[src/rtl/usb_pkg.sv]
// usb_pkg: shared states, line levels and constants for the USB transmit path
package usb_pkg;
  typedef enum logic [2:0] {IDLE, SYNC, DATA, STUFF, EOP_SE0, EOP_J} tx_state_t;
  localparam logic [7:0] SYNC_PATTERN = 8'h80;
  localparam logic [2:0] STUFF_LIMIT = 3'd6;
  localparam logic [1:0] LINE_J = 2'b10;
  localparam logic [1:0] LINE_K = 2'b01;
  localparam logic [1:0] LINE_SE0 = 2'b00;
  function automatic logic [1:0] nrzi(input logic [1:0] cur, input logic b);
    return b ? cur : (cur == LINE_J ? LINE_K : LINE_J);
  endfunction
endpackage

[src/rtl/usb_tx_encoder_bit_timer.sv]
// usb_bit_timer: rollover counter producing one strobe per USB bit time
module usb_bit_timer #(
  parameter int CLKS_PER_BIT = 8
) (
  input  logic clk,
  input  logic n_rst,
  input  logic clear,
  output logic strobe
);
  localparam int W = $clog2(CLKS_PER_BIT);
  logic [W-1:0] cnt;
  assign strobe = cnt == W'(CLKS_PER_BIT - 1);
  // count 0..CLKS_PER_BIT-1, restarting on clear so a packet's first bit is full length
  always_ff @(posedge clk)
    if (!n_rst || clear || strobe) cnt <= '0;
    else cnt <= cnt + 1'b1;
endmodule

[src/rtl/usb_tx_encoder.sv]
// usb_tx_encoder: serialises byte packets as SYNC/payload/EOP with NRZI and bit stuffing
module usb_tx_encoder
  import usb_pkg::*;
#(
  parameter int CLKS_PER_BIT = 8
) (
  input  logic       clk,
  input  logic       n_rst,
  input  logic [7:0] tx_data,
  input  logic       tx_valid,
  input  logic       tx_last,
  output logic       tx_ready,
  output logic       tx_busy,
  output logic       tx_err,
  output logic       d_plus_out,
  output logic       d_minus_out
);
  tx_state_t state, state_next;
  logic [7:0] hold_data, sr;
  logic [2:0] bit_cnt, cnt_next, ones;
  logic [1:0] line, line_next;
  logic hold_last, hold_full, cur_last, strobe;
  logic accept, start, at_end, stuff_due, boundary, underflow, reload, bit_val;

  usb_bit_timer #(.CLKS_PER_BIT(CLKS_PER_BIT)) u_timer (
    .clk(clk),
    .n_rst(n_rst),
    .clear(start),
    .strobe(strobe)
  );

  // handshake and byte-boundary decisions shared by the FSM and datapath
  always_comb begin
    accept = tx_valid && !hold_full;
    start = state == IDLE && hold_full;
    at_end = bit_cnt == 3'd7;
    stuff_due = ones == STUFF_LIMIT;
    boundary = strobe && at_end && (state == STUFF || (state == DATA && !stuff_due));
    underflow = boundary && !cur_last && !hold_full;
    reload = start || (boundary && !cur_last && hold_full);
  end

  // state register
  always_ff @(posedge clk)
    if (!n_rst) state <= IDLE;
    else state <= state_next;

  // next state: a pending stuff bit always precedes the byte boundary
  always_comb begin
    state_next = state;
    case (state)
      IDLE:    if (hold_full) state_next = SYNC;
      SYNC:    if (strobe && at_end) state_next = DATA;
      DATA:    if (strobe) state_next = stuff_due ? STUFF : (at_end && (cur_last || !hold_full)) ? EOP_SE0 : DATA;
      STUFF:   if (strobe) state_next = (at_end && (cur_last || !hold_full)) ? EOP_SE0 : DATA;
      EOP_SE0: if (strobe && bit_cnt[0]) state_next = EOP_J;
      EOP_J:   if (strobe) state_next = IDLE;
      default: state_next = IDLE;
    endcase
  end

  // next bit to drive: index, data value and resulting line level
  always_comb begin
    cnt_next = state_next == STUFF ? bit_cnt : (reload || (state != state_next && state != STUFF)) ? 3'd0 : bit_cnt + 3'd1;
    bit_val = state_next == SYNC ? SYNC_PATTERN[cnt_next] : state_next == STUFF ? 1'b0 : reload ? hold_data[cnt_next] : sr[cnt_next];
    line_next = state_next == EOP_SE0 ? LINE_SE0 : (state_next inside {EOP_J, IDLE}) ? LINE_J : nrzi(line, bit_val);
  end

  // holding register, shift byte, bit counters and registered line
  always_ff @(posedge clk)
    if (!n_rst) begin
      hold_full <= 1'b0;
      hold_data <= '0;
      hold_last <= 1'b0;
      sr <= '0;
      cur_last <= 1'b0;
      bit_cnt <= '0;
      ones <= '0;
      line <= LINE_J;
      tx_err <= 1'b0;
    end else begin
      hold_full <= (hold_full && !reload) || accept;
      if (accept) {hold_data, hold_last} <= {tx_data, tx_last};
      if (reload) {sr, cur_last} <= {hold_data, hold_last};
      if (start || (strobe && state != IDLE)) begin
        bit_cnt <= cnt_next;
        ones <= (bit_val && (state_next inside {SYNC, DATA})) ? ones + 3'd1 : 3'd0;
        line <= line_next;
      end
      tx_err <= underflow;
    end

  // outputs
  always_comb begin
    tx_ready = !hold_full;
    tx_busy = state != IDLE;
    {d_plus_out, d_minus_out} = line;
  end
endmodule

[config.mk]
export PLATFORM = sky130hd
export DESIGN_NAME = usb_tx_encoder
export DESIGN_NICKNAME = d
export VERILOG_FILES = /design/src/rtl/usb_pkg.sv /design/src/rtl/usb_tx_encoder_bit_timer.sv /design/src/rtl/usb_tx_encoder.sv
export SDC_FILE = /design/constraint.sdc
export NUM_CORES = 1
export LEC_CHECK = 0
export ABC_CLOCK_PERIOD_IN_PS = 3590
export BUFFER_PORTS_ARGS = -buffer_cell sky130_fd_sc_hd__buf_2
export CORE_MARGIN = 4
export CORE_UTILIZATION = 47
export CTS_CLUSTER_SIZE = 8
export DETAILED_ROUTE_END_ITERATION = 8
export GPL_ROUTABILITY_DRIVEN = 0
export PLACE_DENSITY = 0.69
export SETUP_SLACK_MARGIN = 0.3
export SLEW_MARGIN = 20
export SYNTH_ARGS = -nofsm -noshare
export SYNTH_HDL_FRONTEND = slang
export SYNTH_SLANG_ARGS = --single-unit
[constraint.sdc]
create_clock -name clk -period 3.59 [get_ports clk]
set_input_delay 0.1795 -clock clk [delete_from_list [all_inputs] [get_ports clk]]
set_output_delay 0.1795 -clock clk [all_outputs]
set_load 0.03 [all_outputs]
==> impl_metrics.csv, run 1 <==
group,metric,value,unit
clock_tree,worstSkewPairLatency,0.28,ns
detailed_routing,dr.pass1.iters,4,
clock_tree,cts.htree.levels,2,
detailed_routing,ant_nets,0,
clock_tree,root_buffer,"clkbuf_8",
setup_path,end_kind,"register",
sta,whs,0.147,ns
detailed_routing,postRouteWirelength,4230,um
synthesis,synth_edf_count,0,
clock_tree,postCtsHoldBufs,0,
sta,fin_setup_tns,0,ns
run_status,outcome,"finished, final reports clean",
synthesis,syn_area,2000,um2
detailed_routing,via_per_inst,5.72,
detailed_routing,wl_per_cell,14.6,um
sta,finalMaxSlewViolations,0,
synthesis,async_flop_share,0,%
floorplan,fp-row-count,23,
placement,dp_cells,281,
cells_and_area,seq_area,684,um2
setup_path,cp-start-kind,"register",
placement,place_area,2090,um2
cells_and_area,final_cell_count_no_fill,289,
cells_and_area,drive_gt1_share,23.4,%
synthesis,syn-instance-count,225,
power,ir_worst_vdd,283,uV
synthesis,synth.area.top_cells,"dfxtp_1 (34%), nand2_1 (6.7%), nor2b_1 (4.1%)",
cells_and_area,n_antenna_cell,0,
floorplan,die_height,73.3,um
grt,grtUsageTotal,17.5,%
cells_and_area,nets,257,
synthesis,syn_nets,243,
detailed_routing,drcViolationCount,0,
cells_and_area,multiInputGateArea,1270,um2
sta,layout_setup_ws,0.439,ns
clock_tree,cts_sinks,34,
sta,layout_min_cycle_time,3.15,ns
sta,max_freq,317,MHz
clock_tree,numCtsBuffers,5,
clock_tree,cts_tree,"yes",
placement,dp_slack,0.265,ns
cells_and_area,utilization,56.0,%
setup_path,arrival,3.33,ns
cells_and_area,fill_cells,366,
cells_and_area,final_area,2270,um2
worst_hold_path,hold_path.class,"input pin to register",
sta,fin_crit_sh,87.8,%
floorplan,start_util,49.4,%
synthesis,ys_types,61,
synthesis,yosys_warnings,0,
synthesis,yosysTopAreaCell,"dfxtp_1",
floorplan,coreArea,4060,um2
clock_tree,path_clk_slew,0.08,ns
floorplan,dieWidth,73.3,um
floorplan,io_pins,17,
grt,grt_max_degree,35,
sta,finalSetupViolations,0,
sta,rsz0062_at_grt,"false",
synthesis,synth.top_cell.area_share,34.0,%
setup_path,critPathRequiredTime,3.77,ns
synthesis,yosys-top-cells-count,"nand2_1 (36), dfxtp_1 (34), nor2b_1 (13)",
synthesis,synthMostInstantiatedCell,"nand2_1",
sta,tightest_slew,0.596,ns
grt,antenna_found_initial,0,
detailed_routing,vias,1654,
synthesis,yosysSeqAreaShare,34.0,%
grt,grt_pass1_vias,1630,
synthesis,syn_area_per_cell,8.90,um2
detailed_routing,drt_iter0_drc,80,
placement,hpwl,3030,um
synthesis,ys.flop_type,"dfxtp_1",
sta,finClkSkew,0.0106,ns
synthesis,ys_seq_elements,34,
floorplan,dieArea,5370,um2
sta,maxSlewHeadroom,60.2,%
cells_and_area,syn2layout_area_growth,13.4,%
clock_tree,cts_buffer_depth,2,
setup_path,critPathKind,"register to register",
run,maxCapViolations,0,
power,power.leakage,0.882,nW
grt,grt_pass1_wl,7370,um
power,p_per_area,414,nW/um2
sta,hold_viol,0,
setup_path,worstPathMaxFanout,11,
placement,port_buffers,16,
grt,grt_overflow_total,0,
power,finalPower,940,uW
power breakdown:
part / total [mW] / internal [mW] / leakage [nW] / switching, mW
Combinational: 0.166 / 0.0735 / 0.547 / 0.0928
Clock: 0.357 / 0.222 / 0.0573 / 0.135
Sequential: 0.416 / 0.397 / 0.278 / 0.0196
layout by cell type (no fill, tap or decap), types with 5 or more instances in the layout:
cell type,Yosys,layout
nand2_1,36,36
nor2b_1,13,13
nor2_1,8,7
clkbuf_8,0,6
mux2i_1,8,8
a21oi_1,10,10
inv_1,9,9
a21boi_0,9,9
dfxtp_1,34,33
buf_2,5,16
and2_1,6,6
o21ai_0,5,5
state kept, by name, indices dropped and copies added (netlist names):
register / count
hold_data: 8
hold_full: 1
cur_last: 1
bit_cnt: 3
ones: 3
tx_err: 1
line: 2
state: 3
hold_last: 1
u_timer.cnt: 3
sr: 8
repair_timing:
action | in CTS | in global routing
resized for setup | 3 | 9
pin swaps | 0 | 2
setup buffers | 0 | 1
endpoints found under the setup margin | 1 | 2
worst paths after layout:
path	cells after the start	endpoint	slack [ns]	from
hold reg to reg	1	u_timer.cnt[0]	0.43	u_timer.cnt[0]
setup reg to reg	11	line[1]	0.44	bit_cnt[0]
hold / removal	3	hold_data[5]	0.15	tx_data[5]
setup / recovery	11	line[1]	0.44	bit_cnt[0]
kinds of logic after synthesis:
family                     after synthesis  synth area share [%]
and+or+nand+nor                         92                  25.5
AOI/OAI and AO/OA                       62                  26.2
DFF                                     34                  34.0
buffers and inverters                   21                  5.00
muxes                                   10                  5.50
adders and majority gates                6                  3.75
worst max-delay path: stages, from the launching register on:
cell and delay, ns:
dfxtp_4 0.38, ha_1 0.21, ha_2 0.22, o31ai_1 0.25, nor2_2 0.13, a211o_2 0.38, a31oi_4 0.21, mux2_4 0.33
a221oi_2 0.31, nor3_2 0.12, nor3_2 0.20, mux2_4 0.32
layer usage:
layer	vias to the layer above	global-route usage (%)	part of all wire (%)
li1	836	-	-
met1	778	23.4	49
met2	38	27.8	45
met3	2	3.83	4.5
met4	0	5.53	0.57
met5	-	0	0
layout make-up:
cell class | instances | share of cell area [%]
timing repair buffer | 19 | 4.68
multi-input combinational | 170 | 56.0
clock inverter | 1 | 1.32
sequential | 34 | 30.1
clock buffer | 6 | 3.63
inverter | 9 | 1.49
tap | 50 | 2.75
Note: power is estimated with default switching activity, not from simulation.
==> run 2, diff against run 1 <==
--- a/config.mk
+++ b/config.mk
@@ -5,14 +5,14 @@
 export SDC_FILE = /design/constraint.sdc
 export NUM_CORES = 1
 export LEC_CHECK = 0
-export ABC_CLOCK_PERIOD_IN_PS = 3590
+export ABC_AREA = 1
 export BUFFER_PORTS_ARGS = -buffer_cell sky130_fd_sc_hd__buf_2
 export CORE_MARGIN = 4
 export CORE_UTILIZATION = 47
 export CTS_CLUSTER_SIZE = 8
 export DETAILED_ROUTE_END_ITERATION = 8
 export GPL_ROUTABILITY_DRIVEN = 0
-export PLACE_DENSITY = 0.69
+export PLACE_DENSITY = 0.7
 export SETUP_SLACK_MARGIN = 0.3
 export SLEW_MARGIN = 20
 export SYNTH_ARGS = -nofsm -noshare
==> run 2 against run 1 <==
Synthesized cell count up 12%. Sequential cell count is the same. Final cell count rose by 11%. Critical path depth increased by 10. Register-to-register slack better by 0.56 ns. Global-route usage fell by 1.1 points. Non-clock buffer count down 3. Count of clock-buffer cells in the layout up 1. Fmax grew 21%. First-iteration DRC count shrank 7.5%. Combinational power rose by 16%. Final area down 12%.
==> impl_metrics.csv, run 2 <==
group,metric,value,unit
clock_tree,numCtsBuffers,5,
cells_and_area,layout_common_cells,"nor2_1 (50), nand2_1 (41), dfxtp_1 (34)",
sta,finalSetupViolations,0,
floorplan,coreArea,3690,um2
sta,maxSlewHeadroom,65.1,%
cells_and_area,fill_cells,390,
detailed_routing,ant_nets,0,
setup_path,critPathRequiredTime,3.74,ns
setup_path,end_kind,"register",
synthesis,syn_nets,271,
power,ir_worst_vdd,281,uV
sta,finalMaxSlewViolations,0,
clock_tree,cts_resized,0,
setup_path,crit_path_start,"bit_cnt[0]",
grt,grtUsageTotal,16.3,%
clock_tree,postCtsHoldBufs,0,
setup_path,worstPathMaxFanout,5,
worst_hold_path,hold_start,"tx_data[1]",
worst_hold_path,hold_path.class,"input pin to register",
synthesis,syn-instance-count,253,
setup_path,arrival,2.74,ns
clock_tree,cts_tree,"yes",
grt,grt_pass1_vias,1507,
detailed_routing,drt_iter0_drc,74,
grt,grt_pass1_wl,6560,um
clock_tree,root_buffer,"clkbuf_8",
grt,grt_overflow_total,0,
detailed_routing,via_per_inst,4.81,
run_status,outcome,"finished, final reports clean",
cells_and_area,nets,291,
sta,fin_setup_tns,0,ns
synthesis,yosys-top-cells-count,"nor2_1 (50), nand2_1 (41), dfxtp_1 (34)",
clock_tree,cts.htree.levels,2,
clock_tree,path_clk_slew,0.06,ns
clock_tree,cts_buffer_depth,2,
power,power.leakage,0.954,nW
power,p_per_area,440,nW/um2
detailed_routing,dr.pass1.iters,4,
synthesis,yosysSeqAreaShare,37.9,%
synthesis,ys.flop_type,"dfxtp_1",
grt,antenna_found_initial,0,
cells_and_area,largestRegisters,"hold_data (8), sr (8)",
floorplan,io_pins,17,
synthesis,syn_area_per_cell,7.10,um2
cells_and_area,final_common_cell,"nor2_1",
detailed_routing,postRouteWirelength,3490,um
synthesis,synth.top_cell.area_share,37.9,%
synthesis,synthMostInstantiatedCell,"nor2_1",
clock_tree,cts_sinks,34,
synthesis,synth_edf_count,0,
setup_path,r2r-start,"bit_cnt[0]",
floorplan,start_util,48.7,%
placement,hpwl,2750,um
sta,tightest_slew,0.522,ns
cells_and_area,syn2layout_area_growth,11.4,%
sta,fin_crit_sh,72.3,%
synthesis,ys_seq_elements,34,
cells_and_area,utilization,54.2,%
run,maxCapViolations,0,
floorplan,dieArea,4870,um2
clock_tree,cts_setup_buffers,0,
sta,layout_min_cycle_time,2.59,ns
setup_path,cp-start-kind,"register",
synthesis,async_flop_share,0,%
sta,rsz0062_at_grt,"false",
floorplan,fp-row-count,22,
synthesis,synth.area.top_cells,"dfxtp_1 (38%), nor2_1 (10%), nand2_1 (8.6%)",
sta,hold_viol,0,
floorplan,dieWidth,69.8,um
power,finalPower,880,uW
placement,port_buffers,16,
detailed_routing,wl_per_cell,10.9,um
synthesis,yosys_warnings,0,
sta,max_freq,386,MHz
grt,grt_max_degree,26,
cells_and_area,n_antenna_cell,0,
synthesis,yosysTopAreaCell,"dfxtp_1",
detailed_routing,drcViolationCount,0,
synthesis,ys_types,31,
synthesis,syn_area,1800,um2
detailed_routing,vias,1544,
cells_and_area,drive_gt1_share,20.1,%
clock_tree,worstSkewPairLatency,0.28,ns
sta,finClkSkew,0.00309,ns
floorplan,die_height,69.8,um
setup_path,critPathKind,"register to register",
==> run 2: cell count changes in the layout (fill, tap and decap cells not counted), moves of 7 or more <==
cell      before  now
nand3_1        3   24
mux2i_1        8    0
inv_1          9   24
nor2_1         7   50
nor2b_1       13    0
a21oi_1       10    3
o21ai_0        5   19
a21boi_0       9    0
nand2_2        0    9
inv_2          0    7
==> run 2: cells by family after synthesis <==
| kind of cell | after synthesis | synth area share [%] |
|---|---|---|
| AND/OR/NAND/NOR | 144 | 39.9 |
| buffers and inverters | 38 | 8.15 |
| flip-flops | 34 | 37.9 |
| AO/OA/AOI/OAI | 30 | 9.41 |
| adder cells (fa/ha/maj) | 6 | 4.18 |
| XOR/XNOR | 1 | 0.488 |
==> run 2: final timing paths <==
kind	endpoint	slack, ns	cells after the start
max	line[1]	1.0	21
min	hold_data[1]	0.12	3
max reg2reg	line[1]	1.0	21
min reg2reg	u_timer.cnt[0]	0.42	1
==> run 2: layer usage <==
layer  vias up  wire [um]  track usage (%)
li1        846          -                -
met1       671       1660             20.2
met2        22       1630             27.2
met3         5        148             4.06
met4         0         58             6.38
met5         -          0                0
==> run 2: critical path, stage by stage, from the launching register on <==
cell and delay [ns]:
dfxtp_1 0.38, ha_1 0.23, ha_1 0.19, nand2_1 0.11, clkinv_1 0.09, nand2_1 0.10, nand2_1 0.05, and3_2 0.22
nor2_8 0.16, nor2_1 0.05, nand3_1 0.09, nand2_2 0.09, inv_2 0.08, nand3_1 0.08, nand3_1 0.09, nand3_1 0.06
nand2_1 0.08, nand2_2 0.07, nand2_4 0.08, nand2_4 0.05, nand2_1 0.06, nand3_1 0.07
==> run 2: power by group <==
part | switching, mW | internal [mW] | total [mW]
registers | 0.0227 | 0.409 | 0.431
clock network | 0.122 | 0.133 | 0.255
logic | 0.126 | 0.0670 | 0.193
==> run 2: cell type report <==
type	count	area (um2)	share of cell area [%]
sequential	34	681	34.0
timing repair buffer	16	80.1	4.01
inverter	35	134	6.70
multi-input combinational	181	968	48.4
tap	48	60.1	3.00
clock buffer	7	76.3	3.82
==> run 2: stage by stage <==
| stage | hold slack (ns) | worst slack, ns | instance area (um2) | cells |
|---|---|---|---|---|
| after floorplan | 0.314 | 1.21 | 1800 | 253 |
| after global placement | 0.399 | 1.02 | 1920 | 314 |
| after detailed placement | 0.408 | 0.999 | 1920 | 314 |
| after CTS | 0.117 | 0.967 | 2000 | 321 |
| after global routing | 0.143 | 0.612 | 2000 | 321 |
| final | 0.121 | 0.996 | 2000 | 321 |
